--- config.mk ---
export PLATFORM = sky130hd
export DESIGN_NAME = mem_arb
export DESIGN_NICKNAME = d
export VERILOG_FILES = /design/src/rtl/mem_arb.sv
export SDC_FILE = /design/constraint.sdc
export NUM_CORES = 1
export LEC_CHECK = 0
export ABC_AREA = 1
export CAP_MARGIN = 20
export CORE_ASPECT_RATIO = 0.7
export CORE_MARGIN = 3
export CORE_UTILIZATION = 37
export DETAILED_ROUTE_END_ITERATION = 10
export PLACE_DENSITY = 0.89
export SYNTH_ARGS = -nofsm -noshare
export SYNTH_HDL_FRONTEND = slang
export SYNTH_SLANG_ARGS = --single-unit
--- constraint.sdc ---
create_clock -name iw_clk -period 3.5 [get_ports iw_clk]
set_input_delay 0.7 -clock iw_clk [delete_from_list [all_inputs] [get_ports iw_clk]]
set_output_delay 0.7 -clock iw_clk [all_outputs]
set_load 0.1 [all_outputs]
--- src/rtl/mem_arb.sv ---
// Two-port arbiter (A: fetch, B: load/store) in front of one single-port synchronous memory.
// Round-robin on conflict; a read response is held until its owner asserts rready.
module mem_arb #(
  parameter bit PRIO_B_FIRST = 1'b0,
  parameter int HBIT_ADDR    = 9,
  parameter int HBIT_DATA    = 23
) (
  input  logic               iw_clk,
  input  logic               iw_rst_n,
  input  logic               iw_a_req,
  input  logic [HBIT_ADDR:0] iw_a_addr,
  output logic               ow_a_gnt,
  output logic               ow_a_rvalid,
  input  logic               iw_a_rready,
  input  logic               iw_b_req,
  input  logic               iw_b_we,
  input  logic [HBIT_ADDR:0] iw_b_addr,
  input  logic [HBIT_DATA:0] iw_b_wdata,
  output logic               ow_b_gnt,
  output logic               ow_b_rvalid,
  input  logic               iw_b_rready,
  output logic [HBIT_DATA:0] ow_rdata,
  output logic               ow_mem_we,
  output logic [HBIT_ADDR:0] ow_mem_addr,
  output logic [HBIT_DATA:0] ow_mem_wdata,
  input  logic [HBIT_DATA:0] iw_mem_rdata
);

  // Handshake: a request is accepted only in a cycle where its gnt=1. A response
  // is offered while rvalid=1 and consumed in the cycle where rvalid=1 and rready=1;
  // rvalid depends only on registered state, never on same-cycle rready.
  typedef enum logic [1:0] {
    IDLE = 2'd0,
    RESP = 2'd1,
    HOLD = 2'd2
  } state_e;

  state_e             state_q;
  logic               owner_b_q;
  logic               last_b_q;
  logic [HBIT_DATA:0] hold_q;

  logic owner_rready;
  logic can_issue;
  logic a_wins;
  logic gnt_a;
  logic gnt_b;
  logic rd_gnt;

  always_comb begin
    owner_rready = owner_b_q ? iw_b_rready : iw_a_rready;
    // Reset is folded in so grants and the write strobe drop the instant reset asserts.
    can_issue    = iw_rst_n && ((state_q == IDLE) || owner_rready);
    a_wins       = !iw_b_req || last_b_q;
    gnt_a        = can_issue && iw_a_req && a_wins;
    gnt_b        = can_issue && iw_b_req && !(iw_a_req && a_wins);
    rd_gnt       = gnt_a || (gnt_b && !iw_b_we);
  end

  assign ow_a_gnt     = gnt_a;
  assign ow_b_gnt     = gnt_b;
  assign ow_mem_we    = gnt_b && iw_b_we;
  assign ow_mem_addr  = gnt_b ? iw_b_addr : iw_a_addr;
  assign ow_mem_wdata = iw_b_wdata;

  assign ow_a_rvalid  = (state_q != IDLE) && !owner_b_q;
  assign ow_b_rvalid  = (state_q != IDLE) &&  owner_b_q;
  assign ow_rdata     = (state_q == RESP) ? iw_mem_rdata : hold_q;

  always_ff @(posedge iw_clk or negedge iw_rst_n) begin
    if (!iw_rst_n) begin
      state_q   <= IDLE;
      owner_b_q <= 1'b0;
      // last_b_q=1 means B was granted last, so A wins the next conflict.
      last_b_q  <= !PRIO_B_FIRST;
      hold_q    <= '0;
    end else begin
      if (gnt_a || gnt_b) begin
        last_b_q <= gnt_b;
      end
      if (rd_gnt) begin
        state_q   <= RESP;
        owner_b_q <= gnt_b;
      end else if ((state_q != IDLE) && !owner_rready) begin
        state_q <= HOLD;
        if (state_q == RESP) begin
          hold_q <= iw_mem_rdata;
        end
      end else begin
        state_q <= IDLE;
      end
    end
  end

endmodule

==> summary.txt <==
Die
  • Core ar.: ~4500 um2
  • Die H: between 60 and 70 um
  • Initial Util: 0.4028
  • FP Rows: 20
  • DIE AREA: 5822 um2
  • Io pins: around 140
  • Die width: between 80 and 90 um

CTS
  • CTS tree: done
  • Number of buffers created by CTS: 3
  • Clk pin slew, worst setup/hold paths: 0.09 ns
  • Worst-Skew Late Latency: roughly 0.27 ns
  • Hold buffers post-CTS: 0
  • Clock Path Buffers: 2
  • CTS root buf: clkbuf_8
  • Post-CTS Setup Inserts: 0
  • Clock sink count: 28
  • Htree depth: 1
  • Cts repair resizes: 0

Job
  • Max Cap Violations: 0

Setup path
  • CP max-delay cell: nand2_1
  • Arrival @ worst endpoint: about 2.2 ns
  • Critical path class: reg2out
  • CP Data Required Time: roughly 2.8 ns
  • CP Capture Type: primary output
  • Critical path's largest stage delay: around 0.61 ns
  • Most Frequent Cell on Critical Path: nand2_1
  • Cell family with the largest share of critical-path delay: simple AND/OR/NAND/NOR gates
  • Crit path cell chain: inv_2 > nand2_1 > nand2_1 > nand2_1 > buf_4
  • Type of origin of the critical path: flip-flop
  • Critical-path maximum fanout: 26
  • Crit path buf inv count: 2

Placement
  • Placed cells: between 300 and 400
  • Final HPWL from detailed placement: 3805 um
  • Port Buf Inserts: a little under 90
  • Routability Congestion: between 0.8 and 0.9

GRT
  • Largest net degree at the start of global routing: 27
  • GRT Total Usage: 0.1689
  • Vias in the first global route: about 1700
  • Grt ovf: 0
  • Initial antenna violation count: 0
  • First-pass GRT wire length: between 8000 and 9000 um

Final layout
  • Share of cells above drive strength 1: 0.1702
  • # diodes: 0
  • Final nets: slightly above 400
  • Most frequent cells in the layout: nand2_1, clkdlybuf4s50_1, buf_4
  • Area growth from synthesis to layout: 48.77%
  • Commonest non-fill, non-tap cell in the layout: nand2_1
  • Non-Filler Instances: about 400

Drt
  • Post-route ant nets: 0
  • DRT Pass-1 Iters: 4
  • Drt total wl: ~5000 um
  • Routed WL per cell: roughly 13 um
  • DR vias/cell: around 4.7
  • Number of remaining DRC errors: 0
  • Vias: roughly 1900
  • Iter 0 DRT Violations: 63

STA
  • Post-route clock period utilization: 0.8252
  • Slew Limit Headroom: 0.4634
  • Worst-margin pin slew: around 0.8 ns
  • Hold slack: 0.4073 ns
  • Sum of negative setup slack: 0 ns
  • Final Hold Viols: 0
  • Setup Skew: between 0.001 and 0.0015 ns
  • Unrepaired setup endpoints after global routing: false
  • # setup viols final: 0
  • Tmin final: 2.888 ns
  • Max-slew violations: 0
  • Fmax: 346.2 MHz

Pwr
  • Switching part of the total: 0.6240
  • Final Power: just under 0.003 W
  • Clock share of power: 0.085
  • Internal Pwr Total: about 0.0011 W
  • Switching power: 0.001815 W
  • Seq pwr share: 0.177
  • Leakage power total: between 1 and 1.5 nW
  • Power Dens Cells: between 1000 and 1500 nW/um2
  • Worst IR Drop VDD: 0.0006370 V
  • Comb power frac: 0.738

Synth
  • Yosys warnings: 0
  • Post-synthesis cell type count: 17
  • Syn Area/Cell: just under 7 um2
  • Yosys top cell area share: 0.3704
  • Synthesized area: 1824 um2
  • Synth Net Count: 346
  • Syn Inst Count: ~270
  • Yosys top cell by area: dfrtp_1
  • FF+latch count, synth: 28
  • Seq/Total Area, Yosys: 0.3848
  • Synth area leaders: dfrtp_1, nand2_1, buf_4, nand3_1, nand4_1

Run status
  • Status: finished clean

Min path
  • Hold Crit Class: in2async
path summary, 6_finish.rpt:
check                                     startpoint                endpoint  slack (ns)  cells after the start
worst min-delay path                        iw_rst_n  hold_q[19]$_DFFE_PN0P_        0.41                      1
min in group iw_clk             last_b_q$_DFFE_PN1P_    last_b_q$_DFFE_PN1P_        0.48                      2
worst max-delay path            state_q[1]$_DFF_PN0_            ow_rdata[15]        0.61                      5
worst min register to register  last_b_q$_DFFE_PN1P_    last_b_q$_DFFE_PN1P_        0.48                      2
worst max register to register  state_q[1]$_DFF_PN0_  hold_q[21]$_DFFE_PN0P_        1.57                      6
max in group asynchronous                   iw_rst_n   hold_q[4]$_DFFE_PN0P_        2.48                      2
stage by stage:
stage / cell area [um2] / setup WS, ns / util
floorplan: 1824 / 0.2921 / -
global placement: 2643 / 0.6563 / 0.5834
detailed placement: 2643 / 0.6342 / 0.5834
CTS: 2714 / 0.6112 / 0.5992
global route: 2714 / 0.4113 / 0.5992
finish: 2714 / 0.6117 / 0.5992
layer usage:
layer / global-route usage / up-vias / wire length, um
li1: - / 943 / -
met1: 0.2192 / 837 / 2302
met2: 0.2846 / 63 / 2266
met3: 0.05220 / 8 / 325
met4: 0.02672 / 0 / 57
met5: 0 / - / 0
synth_stat cells, drive strengths merged:
cell / number
a21oi: 1
buf: 38
clkbuf: 2
dfrtp: 27
dfstp: 1
inv: 10
nand2: 149
nand3: 27
nand4: 11
nor2: 5
power groups by stage:
stage,Sequential [W],Combinational (W),Clock [W]
after floorplan,0.000494,0.00179,0
after global placement,0.000513,0.00214,0
after detailed placement,0.000515,0.00216,0
after CTS,0.000511,0.00216,0.000255
after global routing,0.000526,0.00226,0.000268
final,0.000514,0.00215,0.000248
logic make-up after synthesis:
family / share of synthesized area
compound gates: 0.002741
buf+inv: 0.1728
simple gates: 0.4396
flops: 0.3848
final cells by class:
class	count	area (um2)
Tap cell	66	82.58
Fill cell	430	1815
Clock buffer	3	41.29
Sequential cell	28	701.9
Inverter	10	37.54
Multi-Input combinational cell	193	807.0
Timing Repair Buffer	94	1013
Clock inverter	1	30.03
flip-flops by register name, indices dropped and copies added (netlist names):
register,cells
hold_q,24
owner_b_q,1
last_b_q,1
state_q,2
Note: power is estimated with default switching activity, not from simulation.
